$ cat src/rtl/counter4_sequencer.sv
// Command-driven controller for a loadable up/down counter: accepts LOAD, UP N,
// DOWN N and SEEK commands over valid/ready and pulses done with the final value.
module counter4_sequencer #(
    parameter int WIDTH   = 4,
    parameter int TIMEOUT = 16
) (
    input  logic             clock,
    input  logic             reset,
    input  logic             cmd_valid,
    output logic             cmd_ready,
    input  logic [1:0]       cmd_op,
    input  logic [WIDTH-1:0] cmd_data,
    output logic [WIDTH-1:0] cnt_data,
    output logic             cnt_up_down,
    output logic             cnt_enable,
    output logic             cnt_load,
    input  logic [WIDTH-1:0] cnt_result,
    input  logic             cnt_terminal_count,
    output logic             done,
    output logic [WIDTH-1:0] done_value,
    output logic             error
);

    localparam int CW = $clog2(TIMEOUT + 1);

    localparam logic [1:0] OP_LOAD = 2'b00;
    localparam logic [1:0] OP_UP   = 2'b01;
    localparam logic [1:0] OP_DOWN = 2'b10;
    localparam logic [1:0] OP_SEEK = 2'b11;

    typedef enum logic [1:0] {
        ST_IDLE = 2'd0,
        ST_LOAD = 2'd1,
        ST_RUN  = 2'd2,
        ST_DONE = 2'd3
    } state_t;

    state_t           state_q, state_d;
    logic [1:0]       op_q, op_d;
    logic [WIDTH-1:0] data_q, data_d;
    logic [WIDTH-1:0] step_q, step_d;
    logic [CW-1:0]    cyc_q, cyc_d;
    logic             error_q, error_d;

    // Next-state logic: command capture, step/cycle counting and termination.
    always_comb begin
        state_d = state_q;
        op_d    = op_q;
        data_d  = data_q;
        step_d  = step_q;
        cyc_d   = cyc_q;
        error_d = error_q;
        case (state_q)
            ST_IDLE: begin
                if (cmd_valid) begin
                    op_d    = cmd_op;
                    data_d  = cmd_data;
                    error_d = 1'b0;
                    cyc_d   = {CW{1'b0}};
                    case (cmd_op)
                        OP_LOAD: state_d = ST_LOAD;
                        OP_UP, OP_DOWN: begin
                            step_d = cmd_data;
                            if (cmd_data == {WIDTH{1'b0}}) begin
                                state_d = ST_DONE;
                            end else begin
                                state_d = ST_RUN;
                            end
                        end
                        OP_SEEK: state_d = ST_RUN;
                        default: state_d = ST_IDLE;
                    endcase
                end else begin
                    state_d = ST_IDLE;
                end
            end
            ST_LOAD: state_d = ST_DONE;
            ST_RUN: begin
                if (op_q == OP_SEEK) begin
                    // Terminal count wins over timeout when both happen together.
                    if (cnt_terminal_count) begin
                        state_d = ST_DONE;
                    end else if (cyc_q == CW'(TIMEOUT - 1)) begin
                        state_d = ST_DONE;
                        error_d = 1'b1;
                    end else begin
                        cyc_d = cyc_q + CW'(1);
                    end
                end else begin
                    step_d = step_q - WIDTH'(1);
                    if (step_q == WIDTH'(1)) begin
                        state_d = ST_DONE;
                    end else begin
                        state_d = ST_RUN;
                    end
                end
            end
            ST_DONE: state_d = ST_IDLE;
            default: state_d = ST_IDLE;
        endcase
    end

    // State and command registers with synchronous active-low reset.
    always_ff @(posedge clock) begin
        if (!reset) begin
            state_q <= ST_IDLE;
            op_q    <= 2'b00;
            data_q  <= {WIDTH{1'b0}};
            step_q  <= {WIDTH{1'b0}};
            cyc_q   <= {CW{1'b0}};
            error_q <= 1'b0;
        end else begin
            state_q <= state_d;
            op_q    <= op_d;
            data_q  <= data_d;
            step_q  <= step_d;
            cyc_q   <= cyc_d;
            error_q <= error_d;
        end
    end

    // Output decode; reset held low forces every output to zero immediately.
    always_comb begin
        cmd_ready   = 1'b0;
        cnt_data    = {WIDTH{1'b0}};
        cnt_up_down = 1'b0;
        cnt_enable  = 1'b0;
        cnt_load    = 1'b0;
        done        = 1'b0;
        done_value  = {WIDTH{1'b0}};
        error       = 1'b0;
        if (reset) begin
            case (state_q)
                ST_IDLE: cmd_ready = 1'b1;
                ST_LOAD: begin
                    cnt_enable = 1'b1;
                    cnt_load   = 1'b1;
                    cnt_data   = data_q;
                end
                ST_RUN: begin
                    if (op_q == OP_SEEK) begin
                        cnt_up_down = 1'b1;
                        cnt_enable  = ~cnt_terminal_count;
                    end else begin
                        cnt_up_down = (op_q == OP_UP);
                        cnt_enable  = 1'b1;
                    end
                end
                ST_DONE: begin
                    done       = 1'b1;
                    done_value = cnt_result;
                    error      = error_q;
                end
                default: cmd_ready = 1'b0;
            endcase
        end else begin
            cmd_ready = 1'b0;
        end
    end

endmodule

$ cat config.mk
export PLATFORM = sky130hd
export DESIGN_NAME = counter4_sequencer
export DESIGN_NICKNAME = d
export VERILOG_FILES = /design/src/rtl/counter4_sequencer.sv
export SDC_FILE = /design/constraint.sdc
export NUM_CORES = 1
export LEC_CHECK = 0
export ABC_AREA = 0
export CAP_MARGIN = 20
export CORE_MARGIN = 2
export CORE_UTILIZATION = 53
export CTS_BUF_LIST = sky130_fd_sc_hd__clkbuf_16
export DETAILED_ROUTE_END_ITERATION = 16
export GPL_TIMING_DRIVEN = 0
export PLACE_DENSITY_LB_ADDON = 0.1
export SLEW_MARGIN = 30
export SYNTH_ARGS = -nofsm -noshare
export SYNTH_HDL_FRONTEND = slang
export SYNTH_SLANG_ARGS = --single-unit
$ cat constraint.sdc
create_clock -name clock -period 4.6 [get_ports clock]
set_clock_uncertainty 0.1 [all_clocks]
set_input_delay 1.38 -clock clock [delete_from_list [all_inputs] [get_ports clock]]
set_output_delay 1.38 -clock clock [all_outputs]
set_load 0.05 [all_outputs]
==> metrics.yaml, run 1 <==
setup_path:
  critPathRequiredTime_ns: 3.12
  cp.arrival_ns: 3.04
  critical_path_class: "primary input to output pin"
  r2r_start: "cyc_q[0]"
  slowest_stage: "clkdlybuf4s50_1"
  startpoint_type: "primary input"
  cp-startpoint: "reset"
  crit_chain: "clkdlybuf4s50_1 -> clkbuf_1 -> and3_1 -> clkdlybuf4s15_1"
  worst_setup_path_end_kind: "output pin"
  slowest_delay_ns: 0.57
  path_max_fanout: 10
logic_synthesis:
  syn_nets: 170
  yosysUniqueCellTypes: 37
  syn_inst: 145
  syn_avg_cell_area_um2: 8.40
  synth_seq_cells: 18
  ys_seq_area_frac: 0.296
  netlist.area_leader.share: 0.296
  syn-cell-area_mm2: 0.00122
  yosysTopAreaCell: "dfxtp_1"
  ys_warn_count: 0
  synthFlopType: "dfxtp_1"
  synth_edf_count: 0
  synthArstFlopShare: 0
  yosys-top-cells-area: "dfxtp_1, ha_1, and3_1, nand3_1, a21boi_0"
timing:
  setup_viol: 0
  rsz0062_at_grt: "false"
  worst_slack_ns: 0.0801
  slew_headroom: 0.592
  finalCritPeriodShare: 0.983
  fin_crit_ns: 4.52
  worst_slew_pin_slew_ns: 0.595
  drv_slew: 0
  fmax_ghz: 0.221
  hold_violations: 0
min_path:
  hp-class: "flip-flop to flip-flop"
  worstHoldStart: "data_q[0]"
power_and_ir_drop:
  power_density_mw_per_mm2: 341
  power.total_uw: 539
  p_leak_nw: 0.709
  ir_drop_mv: 0.223
detailed_routing:
  via_count: 1155
  drt_iter0_drc: 27
  viasPerCell: 5.66
  drtAntennaViolNets: 0
  firstDrtPassIters: 4
  drt-total-wl_um: 2920
  wl_per_cell_um: 14.3
  drc: 0
finish:
  areaGrowthSynthToFinish_pct: 29.8
  diodes: 0
  final_nets: 202
  fill_cells: 184
  stdcell_area_mm2: 0.00158
  final_layout_size_suffix_gt1_frac: 0.114
cts:
  h-tree-depth: 1
  cts_buffer_depth: 2
  path_clk_slew_ns: 0.05
  cts.sinks: 18
  insertion_delay_ns: 0.25
  hold_buffers: 0
  cts-root-buf: "clkbuf_16"
  postCtsSetupBuffers: 0
  numCtsBuffers: 3
  cts_tree: "yes"
floorplanning:
  start_util: 0.556
  rows: 17
  die_area_mm2: 0.00270
  core_area_mm2: 0.00219
  die_w_um: 52.0
  fp.dieH_um: 52.0
  pin_count: 28
placement:
  hpwlAfterDp_um: 2190
  placed_cell_area_mm2: 0.00152
  portBuffers: 27
  gp_congestion: 0.835
  place_ws_ns: -0.222
grt:
  met1_usage: 0.311
  grt_max_degree: 11
  grt_util_met2: 0.414
  globalRouteOverflowTotal: 0
  grt_pass1_wl_um: 5000
  grt_pass1_vias: 1172
  grtUsageTotal: 0.249
  top_usage_layer: "met2"
  antenna_found_initial: 0
  use_met3: 0.0374
run_status:
  outcome: "finished, final reports clean"
job:
  maxCapViolations: 0
## kinds of logic (layout without fill, tap and decap cells)
logic type	count (synthesis)	count (layout)	synth area share
compound gates	28	28	0.174
xor+xnor	2	2	0.0144
mux	5	5	0.0421
buf+inv	18	49	0.0657
simple gates	63	63	0.296
flops	18	18	0.296
fa+ha+maj	11	11	0.113
## state kept, by name, summed over array words and instances (netlist names)
register,count
cyc_q,5
data_q,4
error_q,1
op_q,2
state_q,2
step_q,4
## cell type report
class	instances	area (µm²)	area share
Clock buffer	3	75.1	0.0475
Timing Repair Buffer	27	248	0.157
Tap cell	28	35.0	0.0222
Inverter	11	41.3	0.0261
Clock inverter	1	3.75	0.00237
Buffer	7	40.0	0.0253
Sequential cell	18	360	0.228
Multi-Input combinational cell	109	778	0.492
## worst max-delay path: cells and delay by family
family                 cells  cell delay (ns)
and+or+nand+nor            1             0.22
buffers and inverters      3             1.43
## layer usage
| layer | wire length [µm] | part of all wire |
|---|---|---|
| met1 | 1280 | 0.44 |
| met2 | 1460 | 0.50 |
| met3 | 132 | 0.045 |
| met4 | 45 | 0.015 |
| met5 | 0 | 0 |
## placed cells by master, fill, tap and decap left out, types with 4 or more instances in the layout
cell             count
a21boi_0             6
nand3_1             10
nor2b_1              4
clkbuf_2             4
clkdlybuf4s50_1     13
nand2b_1             4
nor2_1               8
and2_1               4
ha_1                11
clkdlybuf4s15_1      5
nand2_1             12
inv_1               11
a21oi_1              5
mux2i_1              4
and3_1              11
dfxtp_1             18
dlygate4sd2_1        6
## metrics by stage
| stage | hold WS, ns | utilization | std cells | TNS (ns) |
|---|---|---|---|---|
| 4_1_cts | 0.363 | 0.724 | 204 | 0 |
| 6_report | 0.359 | 0.722 | 204 | 0 |
| 5_1_grt | 0.399 | 0.722 | 204 | 0 |
| 3_3_place_gp | 0.346 | 0.696 | 200 | -2.61 |
| 2_1_floorplan | 0.332 | - | 145 | 0 |
| 3_5_place_dp | 0.356 | 0.696 | 200 | -2.51 |
## path summary, 6_finish.rpt
kind	end	slack, ns	cells after the start
setup reg to reg	cyc_q[0]	2.57	7
setup / recovery	done_value[2]	0.08	4
hold reg to reg	data_q[0]	0.36	2
hold / removal	data_q[0]	0.36	2
## repair_timing
| action | CTS | global route |
|---|---|---|
| endpoints found under the setup margin | 14 | 11 |
| hold endpoints to repair | 0 | 0 |
| gates resized for setup | 14 | 13 |
| cloned | 0 | 0 |
## Yosys cell counts (2+ instances only)
cell and number:
ha_1 11, nand3_1 10, o21ai_0 3, and3_1 11
nand4b_1 2, a21oi_2 2, o21a_1 2, mux2i_1 4
inv_1 11, a21oi_1 5, buf_4 3, clkbuf_1 3
a21boi_0 6, and2_1 4, nor2b_1 4, dfxtp_1 18
nand2_1 12, nand2b_1 4, a31o_2 2, nor2_1 8
o211a_1 2, a211oi_2 2, xnor2_1 2
## power breakdown
part | internal (mW) | switching (mW)
Combinational | 0.0719 | 0.101
Sequential | 0.172 | 0.0151
Clock | 0.116 | 0.0635
Total | 0.360 | 0.179
No activity file was read; power rests on OpenSTA's default activity.
==> run 2: changes to the inputs <==
--- a/config.mk
+++ b/config.mk
@@ -12,6 +12,7 @@
 export CTS_BUF_LIST = sky130_fd_sc_hd__clkbuf_16
 export DETAILED_ROUTE_END_ITERATION = 16
 export GPL_TIMING_DRIVEN = 0
+export HOLD_SLACK_MARGIN = 0.06
 export PLACE_DENSITY_LB_ADDON = 0.1
 export SLEW_MARGIN = 30
 export SYNTH_ARGS = -nofsm -noshare
==> results of run 2 <==
Same layout as run 1: the final DEF is identical, and so are final timing and power.
